==> src/rtl/me_block_loader.sv <==
// me_block_loader: packs an 8-bit pixel stream into 64-bit words for the motion-estimation engine's
// cur/ref write ports, starts the search, and hands the motion vector downstream. Option: ME_SOB_RESYNC_EN.
module me_block_loader #(
  parameter  int CUR_DIM   = 16,
  parameter  int REF_DIM   = 32,
  parameter  int PIX_W     = 8,
  localparam int WORD_W    = 8 * PIX_W,
  localparam int CUR_WORDS = CUR_DIM * CUR_DIM / 8,
  localparam int REF_WORDS = REF_DIM * REF_DIM / 8,
  localparam int CUR_AW    = $clog2(CUR_WORDS),
  localparam int REF_AW    = $clog2(REF_WORDS)
) (
  input  logic              clk,
  input  logic              reset,
  input  logic [PIX_W-1:0]  pix_in,
  input  logic              pix_valid,
  output logic              pix_ready,
  output logic [CUR_AW-1:0] address_write_cur,
  output logic [WORD_W-1:0] data_write_cur,
  output logic              write_enable_cur,
  output logic [REF_AW-1:0] address_write_ref,
  output logic [WORD_W-1:0] data_write_ref,
  output logic              write_enable_ref,
  output logic              go,
  input  logic              done,
  input  logic [7:0]        m_i,
  input  logic [7:0]        m_j,
  output logic [7:0]        mv_i,
  output logic [7:0]        mv_j,
  output logic              mv_valid,
`ifdef ME_SOB_RESYNC_EN
  input  logic              pix_sob,
`endif
  input  logic              mv_ready
);

  localparam int CNT_W  = (REF_AW > CUR_AW) ? REF_AW : CUR_AW;
  localparam int SLOT_W = 3;

  typedef enum logic [1:0] {LOAD_CUR, LOAD_REF, RUN, OUT} state_t;

  state_t            state, state_nxt;
  logic [WORD_W-1:0] acc_p0;
  logic [SLOT_W-1:0] slot_p0;
  logic [CNT_W-1:0]  word_cnt_p0;
  logic              done_q;

  logic xfer, sob, word_end, cur_last, ref_last, capture, mv_take;

  assign pix_ready = (state == LOAD_CUR) || (state == LOAD_REF);
  assign xfer      = pix_valid && pix_ready;
`ifdef ME_SOB_RESYNC_EN
  assign sob       = xfer && pix_sob;
`else
  assign sob       = 1'b0;
`endif
  // A resync pixel always starts a fresh word, so it can never complete one.
  assign word_end  = xfer && !sob && (slot_p0 == SLOT_W'(7));
  assign cur_last  = word_end && (state == LOAD_CUR) && (word_cnt_p0 == CNT_W'(CUR_WORDS - 1));
  assign ref_last  = word_end && (state == LOAD_REF) && (word_cnt_p0 == CNT_W'(REF_WORDS - 1));
  assign capture   = (state == RUN) && done && !done_q;
  assign mv_take   = mv_valid && mv_ready;

  always_ff @(posedge clk) begin
    if (reset) state <= LOAD_CUR;
    else       state <= state_nxt;
  end

  always_comb begin
    state_nxt = state;
    case (state)
      LOAD_CUR: if (cur_last) state_nxt = LOAD_REF;
      LOAD_REF: begin
        if (sob)           state_nxt = LOAD_CUR;
        else if (ref_last) state_nxt = RUN;
      end
      RUN:      if (capture) state_nxt = OUT;
      OUT:      if (mv_take) state_nxt = LOAD_CUR;
      default:  state_nxt = LOAD_CUR;
    endcase
  end

  // p0: pixel accumulation; completed word is registered onto the write port one cycle later
  always_ff @(posedge clk) begin
    if (reset) begin
      acc_p0            <= '0;
      slot_p0           <= '0;
      word_cnt_p0       <= '0;
      done_q            <= 1'b0;
      go                <= 1'b0;
      mv_valid          <= 1'b0;
      mv_i              <= '0;
      mv_j              <= '0;
      write_enable_cur  <= 1'b0;
      write_enable_ref  <= 1'b0;
      address_write_cur <= '0;
      address_write_ref <= '0;
      data_write_cur    <= '0;
      data_write_ref    <= '0;
    end else begin
      done_q           <= done;
      write_enable_cur <= 1'b0;
      write_enable_ref <= 1'b0;
      // go rises one cycle after the final ref write and drops with the capture
      go               <= (state == RUN) && (state_nxt == RUN);

      if (xfer) begin
        acc_p0 <= {pix_in, acc_p0[WORD_W-1:PIX_W]};
        if (sob) begin
          slot_p0     <= SLOT_W'(1);
          word_cnt_p0 <= '0;
        end else if (word_end) begin
          slot_p0 <= '0;
          if (state == LOAD_CUR) begin
            data_write_cur    <= {pix_in, acc_p0[WORD_W-1:PIX_W]};
            address_write_cur <= word_cnt_p0[CUR_AW-1:0];
            write_enable_cur  <= 1'b1;
            word_cnt_p0       <= cur_last ? '0 : word_cnt_p0 + CNT_W'(1);
          end else begin
            data_write_ref    <= {pix_in, acc_p0[WORD_W-1:PIX_W]};
            address_write_ref <= word_cnt_p0[REF_AW-1:0];
            write_enable_ref  <= 1'b1;
            word_cnt_p0       <= ref_last ? '0 : word_cnt_p0 + CNT_W'(1);
          end
        end else begin
          slot_p0 <= slot_p0 + SLOT_W'(1);
        end
      end

      if (capture) begin
        mv_i     <= m_i;
        mv_j     <= m_j;
        mv_valid <= 1'b1;
      end else if (mv_take) begin
        mv_valid    <= 1'b0;
        slot_p0     <= '0;
        word_cnt_p0 <= '0;
      end
    end
  end

endmodule
==> config.mk <==
export PLATFORM = sky130hd
export DESIGN_NAME = me_block_loader
export DESIGN_NICKNAME = d
export VERILOG_FILES = /design/src/rtl/me_block_loader.sv
export SDC_FILE = /design/constraint.sdc
export NUM_CORES = 1
export LEC_CHECK = 0
export CAP_MARGIN = 40
export CELL_PAD_IN_SITES_DETAIL_PLACEMENT = 2
export CELL_PAD_IN_SITES_GLOBAL_PLACEMENT = 2
export CORE_UTILIZATION = 28
export CTS_CLUSTER_SIZE = 25
export DETAILED_ROUTE_END_ITERATION = 8
export PLACE_DENSITY_LB_ADDON = 0.12
export SLEW_MARGIN = 0
export SYNTH_ARGS = -nofsm -noshare
export SYNTH_HDL_FRONTEND = slang
export SYNTH_SLANG_ARGS = --single-unit
==> constraint.sdc <==
create_clock -name clk -period 2.7 [get_ports clk]
set_clock_uncertainty 0.2 [all_clocks]
set_input_delay 0.675 -clock clk [delete_from_list [all_inputs] [get_ports clk]]
set_output_delay 0.675 -clock clk [all_outputs]
set_load 0.005 [all_outputs]
==> flow_metrics.tcl <==
set metrics [dict create \
    syn_avg_cell_area_um2 8.00 \
    grt-ovfl-total 0 \
    crit_path_start_kind "register" \
    drt_iter0_drc 332 \
    initial_core_util_pct 28.7 \
    peakVddDrop_mv 0.353 \
    finalSetupTns_ns 0 \
    crit_family "buffers and inverters" \
    pwr-share-clk_pct 50.0 \
    crit_arrival_ns 1.48 \
    p_sw_share_pct 21.8 \
    synth_area_um2 8010 \
    die_area_um2 29300 \
    vias 7392 \
    yosysTopAreaCell "dfxtp_1" \
    fmax_mhz 424 \
    stdcell_count 1559 \
    place_inst 1512 \
    finalWirelength_um 26800 \
    hold_path_class "reg2reg" \
    powerDensity_nw_per_um2 640 \
    placed_area_um2 10400 \
    status "completed" \
    grt_usage_pct 18.4 \
    htreeDepth 1 \
    clk_pin_slew_worst_paths_ns 0.06 \
    slowest_delay_ns 0.55 \
    wl_met3_um 1050 \
    synth_cells 1001 \
    cp.required_ns 1.82 \
    antenna_cells 0 \
    cts_buffer_depth 3 \
    io_buffers 189 \
    stdcell_area_um2 11200 \
    met1_length_um 12000 \
    tightest_slew_ns 0.479 \
    path_buf_inv 1 \
    layout-drive-gt1-share_pct 6.27 \
    path_max_fanout 5 \
    worstPathCellList "clkdlybuf4s50_1" \
    power.leakage_nw 3.67 \
    gp_congestion 0.695 \
    max_cap_violations 0 \
    crit_slowest_cell "clkdlybuf4s50_1" \
    grt_pass1_wl_um 42600 \
    dr.pass1.iters 4 \
    synth_top_area_share_pct 57.2 \
    slew_viol_final 0 \
    chipHeight_um 171 \
    syn_nets 1033 \
    critPathCaptureType "output pin" \
    ant_nets 0 \
    path_class "reg2out" \
    wire_per_inst_um 17.2 \
    cts-root-buf "clkbuf_16" \
    core-area_um2 27900 \
    hold_start "data_write_cur[11]" \
    synth_seq_cells 229 \
    cts_setup_buffers 0 \
    nNetsFinal 1194 \
    synth.area.top_cells "dfxtp_1 57%, nand2_1 20%, a21oi_1 14%" \
    dr_wl_met2_um 13300 \
    ys_seq_area_share_pct 57.2 \
    viasPerCell 4.74 \
    row_count 61 \
    setup_slack_ns 0.342 \
    seqPwrFrac_pct 47.5 \
    finalHoldViolations 0 \
    cts-resized-gates 0 \
    min_period_ns 2.36 \
    clk_latency_ns 0.53 \
    rsz0062_at_grt "false" \
    power_mw 7.19 \
    ys_warn_count 0 \
    dp_slack_ns 0.168 \
    cts_tree "built" \
    dpl.hpwl_um 17000 \
    antenna_found_initial 0 \
    slew_headroom_pct 68.1 \
    ctsHoldBuffers 0 \
    cts_buffers 26 \
    p_switching_mw 1.57 \
    whs_ns 0.254 \
    period_share_pct 87.3 \
    grt_max_degree 103 \
    synthDistinctLibCells 33 \
    syn2layout_area_growth_pct 40.2 \
    setup_viol 0 \
    top_layer "met4" \
    comb_power_share_pct 2.6 \
    cts.sinks 229 \
    drc 0 \
    postLayoutCoreUtil_pct 40.2 \
    io_pins 190 \
    r2r_start "slot_p0[0]" \
    grt_pass1_vias 7815 \
    die_w_um 171 \
    power.internal_mw 5.63 \
    critPathLaunch "mv_valid" \
]
-- power by group through the flow --
stage	clock, mW	combinational [mW]	sequential [mW]
6_report	3.59	0.184	3.41
3_3_place_gp	0	0.188	3.49
3_5_place_dp	0	0.189	3.49
5_1_grt	3.84	0.201	3.42
4_1_cts	3.71	0.190	3.41
2_1_floorplan	0	0.0911	3.48
-- flip-flops by register name, indices dropped and copies added, names as in the netlist, 2 cells and up --
signal / count
mv_j: 8
data_write_ref: 64
word_cnt_p0: 7
data_write_cur: 64
slot_p0: 3
acc_p0: 56
state: 2
address_write_ref: 7
mv_i: 8
address_write_cur: 5
-- path summary, 6_finish.rpt --
path                   endpoint  slack [ns]  cells after the start
max                    mv_valid        0.34                      1
min          data_write_cur[11]        0.25                      2
max reg2reg  data_write_ref[16]        0.67                      6
min reg2reg  data_write_cur[11]        0.25                      2
-- placed cells by master, fill, tap and decap left out, types with 2 or more instances in the layout --
master / instances
a21oi_1: 217
clkbuf_8: 10
clkbuf_16: 27
dfxtp_1: 229
buf_4: 7
nand2b_1: 2
nor2_1: 10
xor2_1: 3
ha_1: 3
clkinv_2: 3
nand2_1: 432
nand4bb_4: 2
nand3_1: 4
clkdlybuf4s50_1: 188
xnor2_1: 3
buf_12: 10
nor3_1: 3
clkbuf_1: 5
-- cell usage after synthesis --
cell type and count:
a31o_4 1, a21oi_2 1, or3b_4 1, xnor2_1 3, and4_1 1, clkbuf_1 55
nor4b_2 1, nor2b_1 2, buf_1 2, nand2_1 433, buf_2 12, nand3_1 4
nand2b_1 3, nor3b_2 1, inv_1 1, nor2_2 1, xor2_1 3, nand3b_4 1
nor4_1 1, a21oi_1 217, nand4_1 1, nand3b_1 1, a311oi_1 1, ha_1 3
nand4bb_4 1, nor2_1 10, and4b_1 1, nand4_2 1, buf_6 4, nand4bb_1 1
dfxtp_1 229, and3b_1 1, nor3_1 3
-- per-layer routing --
layer,up-vias,global-route usage (%)
met2,133,33.6
met3,41,2.82
li1,3549,-
met1,3669,22.6
met4,0,4.19
met5,-,0
-- cell type report --
type	instances	area [um^2]
fillers	3193	16700
flip-flops and latches	229	4580
multi-input cells	698	3150
repair buffers	206	2150
clock buffers	41	818
well taps	378	473
clock inverters	6	61.3
inverters	1	3.75
-- logic make-up after synthesis --
logic type	share of synthesized area, %
fa+ha+maj	0.469
flops	57.2
xor+xnor	0.656
simple gates	23.6
compound gates	14.0
buf+inv	4.03
(Power assumes the default switching activity.)
